$ cat src/rtl/cpu_defs_pkg.sv
// Shared CPU definitions: the fetch-to-decode queue entry type and its depth.
package cpu_defs_pkg;

  localparam int INST_QUEUE_DEPTH = 16;

  typedef struct packed {
    logic [31:0] pc;
    logic [31:0] inst;
  } inst_entry_t;

endpackage

$ cat src/rtl/inst_queue.sv
// Dual-issue instruction queue between fetch and decode.
// Fetch pushes up to two {pc, inst} pairs per cycle. Decode reads the two
// oldest entries through show-ahead outputs and pops 0, 1 or 2 per cycle.
// A flush empties the queue in one cycle. Storage itself is never reset;
// only the pointers and the count are, and all outputs are gated by count.
module inst_queue
  import cpu_defs_pkg::*;
#(
  parameter int DEPTH = INST_QUEUE_DEPTH
) (
  input  logic        clk,
  input  logic        rst,
  input  logic        flush,
  input  logic        i_wen1,
  input  logic [31:0] i_pc1,
  input  logic [31:0] i_inst1,
  input  logic        i_wen2,
  input  logic [31:0] i_pc2,
  input  logic [31:0] i_inst2,
  output logic        o_full,
  input  logic        i_ren1,
  input  logic        i_ren2,
  output logic        o_valid1,
  output logic [31:0] o_pc1,
  output logic [31:0] o_inst1,
  output logic        o_valid2,
  output logic [31:0] o_pc2,
  output logic [31:0] o_inst2,
  output logic        o_empty
);

  localparam int AW = $clog2(DEPTH);
  localparam int CW = AW + 1;

  inst_entry_t r_mem [DEPTH];

  logic [AW-1:0] r_wrPtr;
  logic [AW-1:0] r_rdPtr;
  logic [CW-1:0] r_count;

  logic [AW-1:0] w_wrPtrNext1;
  logic [AW-1:0] w_rdPtrNext1;
  logic [CW-1:0] w_npush;
  logic [CW-1:0] w_popReq;
  logic [CW-1:0] w_npop;
  logic          w_full;
  logic          w_valid1;
  logic          w_valid2;
  inst_entry_t   w_head1;
  inst_entry_t   w_head2;

  assign w_wrPtrNext1 = r_wrPtr + AW'(1);
  assign w_rdPtrNext1 = r_rdPtr + AW'(1);

  // Status flags come only from the registered count; a same-cycle pop never lifts full
  assign w_full   = (r_count > CW'(DEPTH - 2));
  assign w_valid1 = (r_count != '0);
  assign w_valid2 = (r_count >= CW'(2));

  // Decide how many entries move this cycle; slot 2 alone and pushes while full are dropped
  always_comb begin
    w_npush  = '0;
    w_popReq = '0;
    if (!flush && !w_full && i_wen1) begin
      w_npush = i_wen2 ? CW'(2) : CW'(1);
    end
    if (i_ren1) begin
      w_popReq = i_ren2 ? CW'(2) : CW'(1);
    end
    w_npop = (w_popReq > r_count) ? r_count : w_popReq;
  end

  // Entry storage: slot 1 lands at wr_ptr, slot 2 at the wrapped next index
  always_ff @(posedge clk) begin
    if (w_npush != '0) begin
      r_mem[r_wrPtr] <= '{pc: i_pc1, inst: i_inst1};
      if (w_npush == CW'(2)) begin
        r_mem[w_wrPtrNext1] <= '{pc: i_pc2, inst: i_inst2};
      end
    end
  end

  // Pointer and occupancy update; flush wins over any push or pop in the same cycle
  always_ff @(posedge clk or posedge rst) begin
    if (rst) begin
      r_wrPtr <= '0;
      r_rdPtr <= '0;
      r_count <= '0;
    end else if (flush) begin
      r_wrPtr <= '0;
      r_rdPtr <= '0;
      r_count <= '0;
    end else begin
      r_wrPtr <= r_wrPtr + AW'(w_npush);
      r_rdPtr <= r_rdPtr + AW'(w_npop);
      r_count <= r_count + w_npush - w_npop;
    end
  end

  // Show-ahead read of the two oldest entries, zeroed whenever they are not valid
  always_comb begin
    w_head1  = r_mem[r_rdPtr];
    w_head2  = r_mem[w_rdPtrNext1];
    o_pc1    = w_valid1 ? w_head1.pc   : '0;
    o_inst1  = w_valid1 ? w_head1.inst : '0;
    o_pc2    = w_valid2 ? w_head2.pc   : '0;
    o_inst2  = w_valid2 ? w_head2.inst : '0;
  end

  assign o_full   = w_full;
  assign o_valid1 = w_valid1;
  assign o_valid2 = w_valid2;
  assign o_empty  = (r_count == '0);

endmodule
$ cat config.mk
export PLATFORM = sky130hd
export DESIGN_NAME = inst_queue
export DESIGN_NICKNAME = d
export VERILOG_FILES = /design/src/rtl/cpu_defs_pkg.sv /design/src/rtl/inst_queue.sv
export SDC_FILE = /design/constraint.sdc
export NUM_CORES = 2
export LEC_CHECK = 0
export BUFFER_PORTS_ARGS = -buffer_cell sky130_fd_sc_hd__buf_2
export CORE_AREA = 2 2 370 372
export DETAILED_ROUTE_END_ITERATION = 6
export DIE_AREA = 0 0 372 374
export PLACE_DENSITY_LB_ADDON = 0.1
export SKIP_CTS_REPAIR_TIMING = 1
export SLEW_MARGIN = 5
export SYNTH_ARGS = -nofsm -noshare
export SYNTH_HDL_FRONTEND = slang
export SYNTH_SLANG_ARGS = --single-unit
$ cat constraint.sdc
create_clock -name clk -period 12.1 [get_ports clk]
set_input_delay 0.605 -clock clk [delete_from_list [all_inputs] [get_ports clk]]
set_output_delay 0.605 -clock clk [all_outputs]
set_load 0.05 [all_outputs]
======== After elaboration in Yosys (flattened, before gate mapping) ========
Memory sizes are Yosys's and may differ from the RTL's.
Cells that the tools add are included.
storage, ports and cells
  flip-flop bits (word level) ............. 13
  RAM bits ................................ 1024
  input port bits ......................... 135
  output and inout bits ................... 132
  logic and storage cells ................. 38
  memories ................................ 1
memories
  memory  words  bits a word  rd ports  clocked after memory_dff  wr ports  RTL line          source
  r_mem   16     64           2         0                         2         inst_queue.sv:35  inst_entry_t r_mem [DEPTH];
cells by class
  add/subtract/negate cells ............... 6
  $lt $le $gt $ge ......................... 3
  eq/ne operators ......................... 1
  mux-type cells .......................... 17
  reduce and logical (&&, ||, !) cells .... 7
operators with widths
  operator             count
  $mux 32              4
  $mux 5               2
  $reduce_bool 5->1    2
  $add 4x1->4 const B  2
  $add 4x4->4          2
  $mux 2               4
  $mux 4               2
  $add 5x5->5          1
  $eq 5x2->1 const B   1
  $ge 5x2->1 const B   1
  $gt 5x4->1 const B   1
  $gt 5x5->1           1
  $logic_not 5->1      1
  $mux 1               5
  $sub 5x5->5          1
  $logic_and 1x1->1    2
  $logic_not 1->1      2

======== Longest topological paths before layout ========
  depth in word-level cells ............... 9
  depth in mapped cells ................... 14
  gate-level depth less buffers ........... 14

======== Worst setup path after synthesis ========
OpenSTA, ideal clock, no wires.
  path kind ............................... register -> register
  start ................................... register r_count[0]
  end ..................................... memory r_mem[4][0] (netlist bit), enable pin
  arrival time ............................ 5879 ps
  setup slack ............................. 5646 ps
  stages on the path, launching flop included .. 5
  buffers on the path ..................... 0
  cell sequence ........................... dfrtp_1 a41oi_4 inv_2 or3_1 o21ai_0
RTL lines
  item                    RTL line          source
  start, declared         inst_queue.sv:39  logic [CW-1:0] r_count;
  start signal, assigned  inst_queue.sv:96  r_count <= r_count + w_npush - w_npop;
  end, declared           inst_queue.sv:35

======== Worst setup path after layout ========
  start ................................... register r_rdPtr[2]
  end ..................................... output port o_pc2[28]
on the way
  word-level cells in the longest chain between the ends .. 3
ends and longest elaborated chain
  item                    RTL line           source
  start, declared         inst_queue.sv:38   logic [AW-1:0] r_rdPtr;
  start signal, assigned  inst_queue.sv:95   r_rdPtr <= r_rdPtr + AW'(w_npop);
  $add 4x1->4             inst_queue.sv:53   assign w_rdPtrNext1 = r_rdPtr + AW'(1);
  $mem_v2 16x64           -
  $mux 32                 inst_queue.sv:106  o_pc2 = w_valid2 ? w_head2.pc : '0;
  end, declared           inst_queue.sv:27   output logic [31:0] o_pc2,
No other way between the ends.

==> results.md <==
- The layout-stage area growth over the synthesis result is 10.5%.
- The number of different library cells used by synthesis comes to 47.
- The synthesized design contains 1024 enable-type register cells.
- After Yosys synthesis, and, or, nand and nor cells account for 0.657% of the synthesized area.
- The startpoint identified for the worst register-to-register timing path is r_wrPtr[0].
- Per report_power, the sequential group accounts for 30.3% of the total.
- By instance count, the cell type seen most on the critical path is buf_4.
- At the placement stage, the worst setup path has a slack of 6.46 ns.
- The arithmetic-cell share of the synthesized area counting full adders, half adders and majority gates is 0.402%.
- The count of final hold-check violations is 0.
- The floorplan step set the die height to 374 µm.
- The library cell used as clock root buffer is clkbuf_16.
- During synthesis, Yosys emitted a total of 0 warnings.
- Setup repair after global routing left no endpoint under its margin.
- The cell family with the largest share of critical-path delay is buffers and inverters.
- The master of the slowest instance on the critical path is dfrtp_4.
- The power density over the cells is 207 nW/µm².
- The main combinational cell family by area after synthesis is multiplexers.
- Fill cells in the final layout number 11200.
- The detailed-route via count is 37100.
- In the final layout, the share of cells above drive strength 1 is 56.2%.
- In this run the number of cells on the critical path is 7.
- The compound-cell area share of the yosys netlist is 1.68%.
- The remaining design rule violation count is 0.
- The number of antenna violations at the first check in global routing is 35.
- The region available for standard cell placement spans 135000 µm².
- Detailed placement ended at an HPWL of 109000 µm.
- The maximum root-to-sink buffer count is 3.
- The CTS tree is built.
- The net count of the mapped netlist is 3668.
- The number of routed nets with antenna violations is 0.
- At the pin with the least slew margin, the transition time is 1.27 ns.
- The number of buffers added by the clock tree synthesis step is 120.
- The path class of the tightest hold or removal check is in2reg.
- The post-route minimum period is 6.49 ns.
- Between clock sinks in the finished design, the worst skew comes to 0.0245 ns.
- For this run, the detailed router's first-pass iteration total came to 5.
- The flow ran to the end, and the final reports show no timing, DRC or antenna violations.
- The switching power total is 5.59 mW.
- The share of total power in the clock network is 25.5%.
- In this run the core area contains 135 standard-cell rows.
- The max capacitance violation total is 0.
- The first-pass GRT wire length is 292000 µm.
- The static power due to leakage is 21.5 nW.
- The die span in x is 372 µm.
- Clock-pin slew was measured on the worst setup and hold paths at 0.06 ns.
- Together, buffers and inverters on the worst path number 4.
- The instance count of the mapped netlist is 3516.
- Across all register-to-register paths, the minimum setup slack is 7.70 ns.
- Summing the areas of all xor and xnor instances in the mapped netlist gives 0.116% of the synthesized area.
- The total internal power is 8.21 mW.
- The floorplan die area is 139000 µm².
- For the worst flop-to-flop path, the logic depth is 6.
- Across every metal layer, demand over resource in global routing totals 29.6%.
- The switching share of power is 40.5%.
- In the final routed layout, each cell accounts on average for 38.1 µm.
- Once routing completed, OpenROAD measured the worst setup slack at 5.61 ns.
- In the routed layout, each cell is associated on average with a via count of 6.80.
- After routing, the total negative slack on setup checks comes to 0 ns.
- The start-to-end type of the worst setup path is reg2out.
- The multi-input combinational cells in the finished layout cover a total of 27700 µm².
- The detailed router finished its first iteration with 4498 violations.
- The maximum achievable frequency is 0.154 GHz.
- The signal on the critical path passes through buf_12 > xor2_4 > buf_4 > buf_4 > mux2i_1 > o22ai_1 > buf_2.
- The final worst-path cycle share is 53.7%.
- The required time at the endpoint of the critical path is 11.49 ns.
- The multiplexer share of the synthesized area is 42.4%.
- Combinational cells account for 44.3% of the total power.
- In this run the worst setup path terminates at o_pc2[28].
- Summed over all layers, the global routing overflow is 0.
- The max-slew headroom at the worst pin is 15.1%.
- The H-tree depth is 3.
- The worst hold slack after final layout is 0.242 ns.
- The maximum single-stage delay on the critical path is 1.08 ns.
- The endpoint type of the worst setup path is a primary output.
- Total power for the finished layout comes to 13.8 mW.
- The area occupied by registers is 31100 µm².
- The top-level I/O count is 267.
- The worst setup path is launched from a flip-flop.
- The effective utilization at floorplan is 44.7%.
- Data arrives at the worst endpoint at 5.89 ns.
- The most critical setup path has its startpoint at r_rdPtr[2].
- In the synthesized netlist the async set-or-reset flop fraction comes to 1.25%.
- Input and output buffers added on the ports amount to 266.
- The clock reaches the later pin of the worst-skew pair after 0.74 ns.
- Sequential cells were found to cover 51.5% of the synthesized design area.
- The most used flip-flop cell after synthesis is edfxtp_1.
- With fillers left out, the area of the finished cells amounts to 66700 µm².
- The final layout contains 3721 nets.
- The count of endpoints failing setup in the final report is 0.
- The number of sinks driven by the clock tree is 1037.
- The average instance area after synthesis is 17.2 µm².
- The area of placed instances is 63000 µm².
- IR analysis of the VDD net gives a maximum drop of 0.329 mV.
- The wire length reported by the detailed router is 208000 µm.
- Summing every instance area after synthesis gives 60400 µm².
- The largest net degree at the start of global routing is 157.
- The number of max-slew violations in the final report is 0.
- Along the worst path, the maximum fanout reaches 92.
- The via count of the first global-routing pass came to 38700.
- The synthesis-stage register bit count is 1037.
- At the end of routability-driven placement, the weighted congestion stood at 0.808.
- The end of the worst register-to-register path is r_mem[5][24].
-- metrics by stage --
stage               utilization [%]  instances
floorplan                         -       3516
finish                         49.4       5452
detailed placement             46.7       5227
CTS                            49.4       5443
global route                   49.4       5448
global placement               46.7       5227
-- layout by cell type, fill, tap and decap left out, types with 6 or more instances in the layout --
cell	n
dfrtp_1	9
mux4_2	508
mux2_1	12
clkbuf_16	125
mux2_2	1014
inv_1	16
buf_2	266
o22ai_1	128
diode_2	8
nand2_1	6
clkbuf_1	32
buf_4	70
nand2_4	14
nor2b_1	11
edfxtp_1	1024
clkinv_2	15
bufinv_16	7
o21ai_4	9
mux2i_1	261
nor2_1	12
ha_1	12
clkinv_1	33
-- cells in the mapped netlist, types with 2 or more instances --
cell	n	area, µm²
xor2_1	5	43.8
nor2b_1	11	68.8
nor3_1	4	20.0
buf_6	11	124
mux2_1	12	135
nor3b_1	2	15.0
dfrtp_1	13	325
clkbuf_1	205	769
mux4_2	508	11400
buf_4	22	165
a21oi_1	8	40.0
buf_1	21	78.8
a22oi_1	2	15.0
inv_1	16	60.1
ha_1	13	163
fa_1	4	80.1
edfxtp_1	1024	30700
buf_2	151	756
o21ai_0	12	60.1
mux2_2	1014	11400
nand2_1	18	67.6
nor2_1	12	45.0
nand2_2	2	12.5
xnor2_1	3	26.3
mux2i_1	261	2610
a21o_1	2	15.0
o211ai_1	2	15.0
o21bai_1	3	22.5
nand3b_1	2	15.0
nand3_1	4	20.0
o22ai_1	128	801
nand2b_1	6	37.5
-- area by class of cell --
| class | instances | area share, % |
|---|---|---|
| Antenna cell | 8 | 0.0300 |
| Sequential cell | 1037 | 46.6 |
| Clock buffer | 157 | 4.87 |
| Clock inverter | 59 | 0.666 |
| Inverter | 17 | 0.0956 |
| Tap cell | 1781 | 3.34 |
| Timing Repair Buffer | 341 | 2.92 |
| Multi-Input combinational cell | 2052 | 41.5 |
-- logic make-up after synthesis --
family | after synthesis
DFF | 1037
adders and majority gates | 17
muxes | 1795
other | 1
AOI/OAI and AO/OA | 160
and+or+nand+nor | 71
xor gates and xnor gates | 8
buffers and inverters | 427
-- sequential cells by signal, indices dropped and copies added, names as in the netlist --
register and cells:
r_mem 1024, r_count 5, r_rdPtr 4, r_wrPtr 4
-- power by group through the flow --
stage	combinational [mW]	sequential, mW	clock [mW]
2_1_floorplan	4.50	4.13	0
3_3_place_gp	6.05	4.24	0
3_5_place_dp	6.09	4.25	0
4_1_cts	6.10	4.18	3.56
5_1_grt	6.35	4.19	3.69
6_report	6.11	4.18	3.51
-- per-layer routing --
layer  vias to the layer above  GRT usage (%)  wire length [µm]
li1                      14700              -                 -
met1                     19900           41.2             84600
met2                      2099           46.6             97800
met3                       391           6.49             19000
met4                        32           9.09              5980
met5                         -              0               193
-- how the worst min path moves through the flow --
| stage | start | endpoint | slack, ns | cells after the start |
|---|---|---|---|---|
| floorplan | rst | r_count[0] | 0.48 | 1 |
| global placement | r_wrPtr[2] | r_wrPtr[2] | 0.61 | 2 |
| detailed placement | r_wrPtr[2] | r_wrPtr[2] | 0.63 | 2 |
| CTS | rst | r_count[4] | -0.13 | 2 |
| global route | flush | r_wrPtr[0] | 0.25 | 2 |
| finish | flush | r_count[3] | 0.24 | 2 |
(Power assumes the default switching activity.)
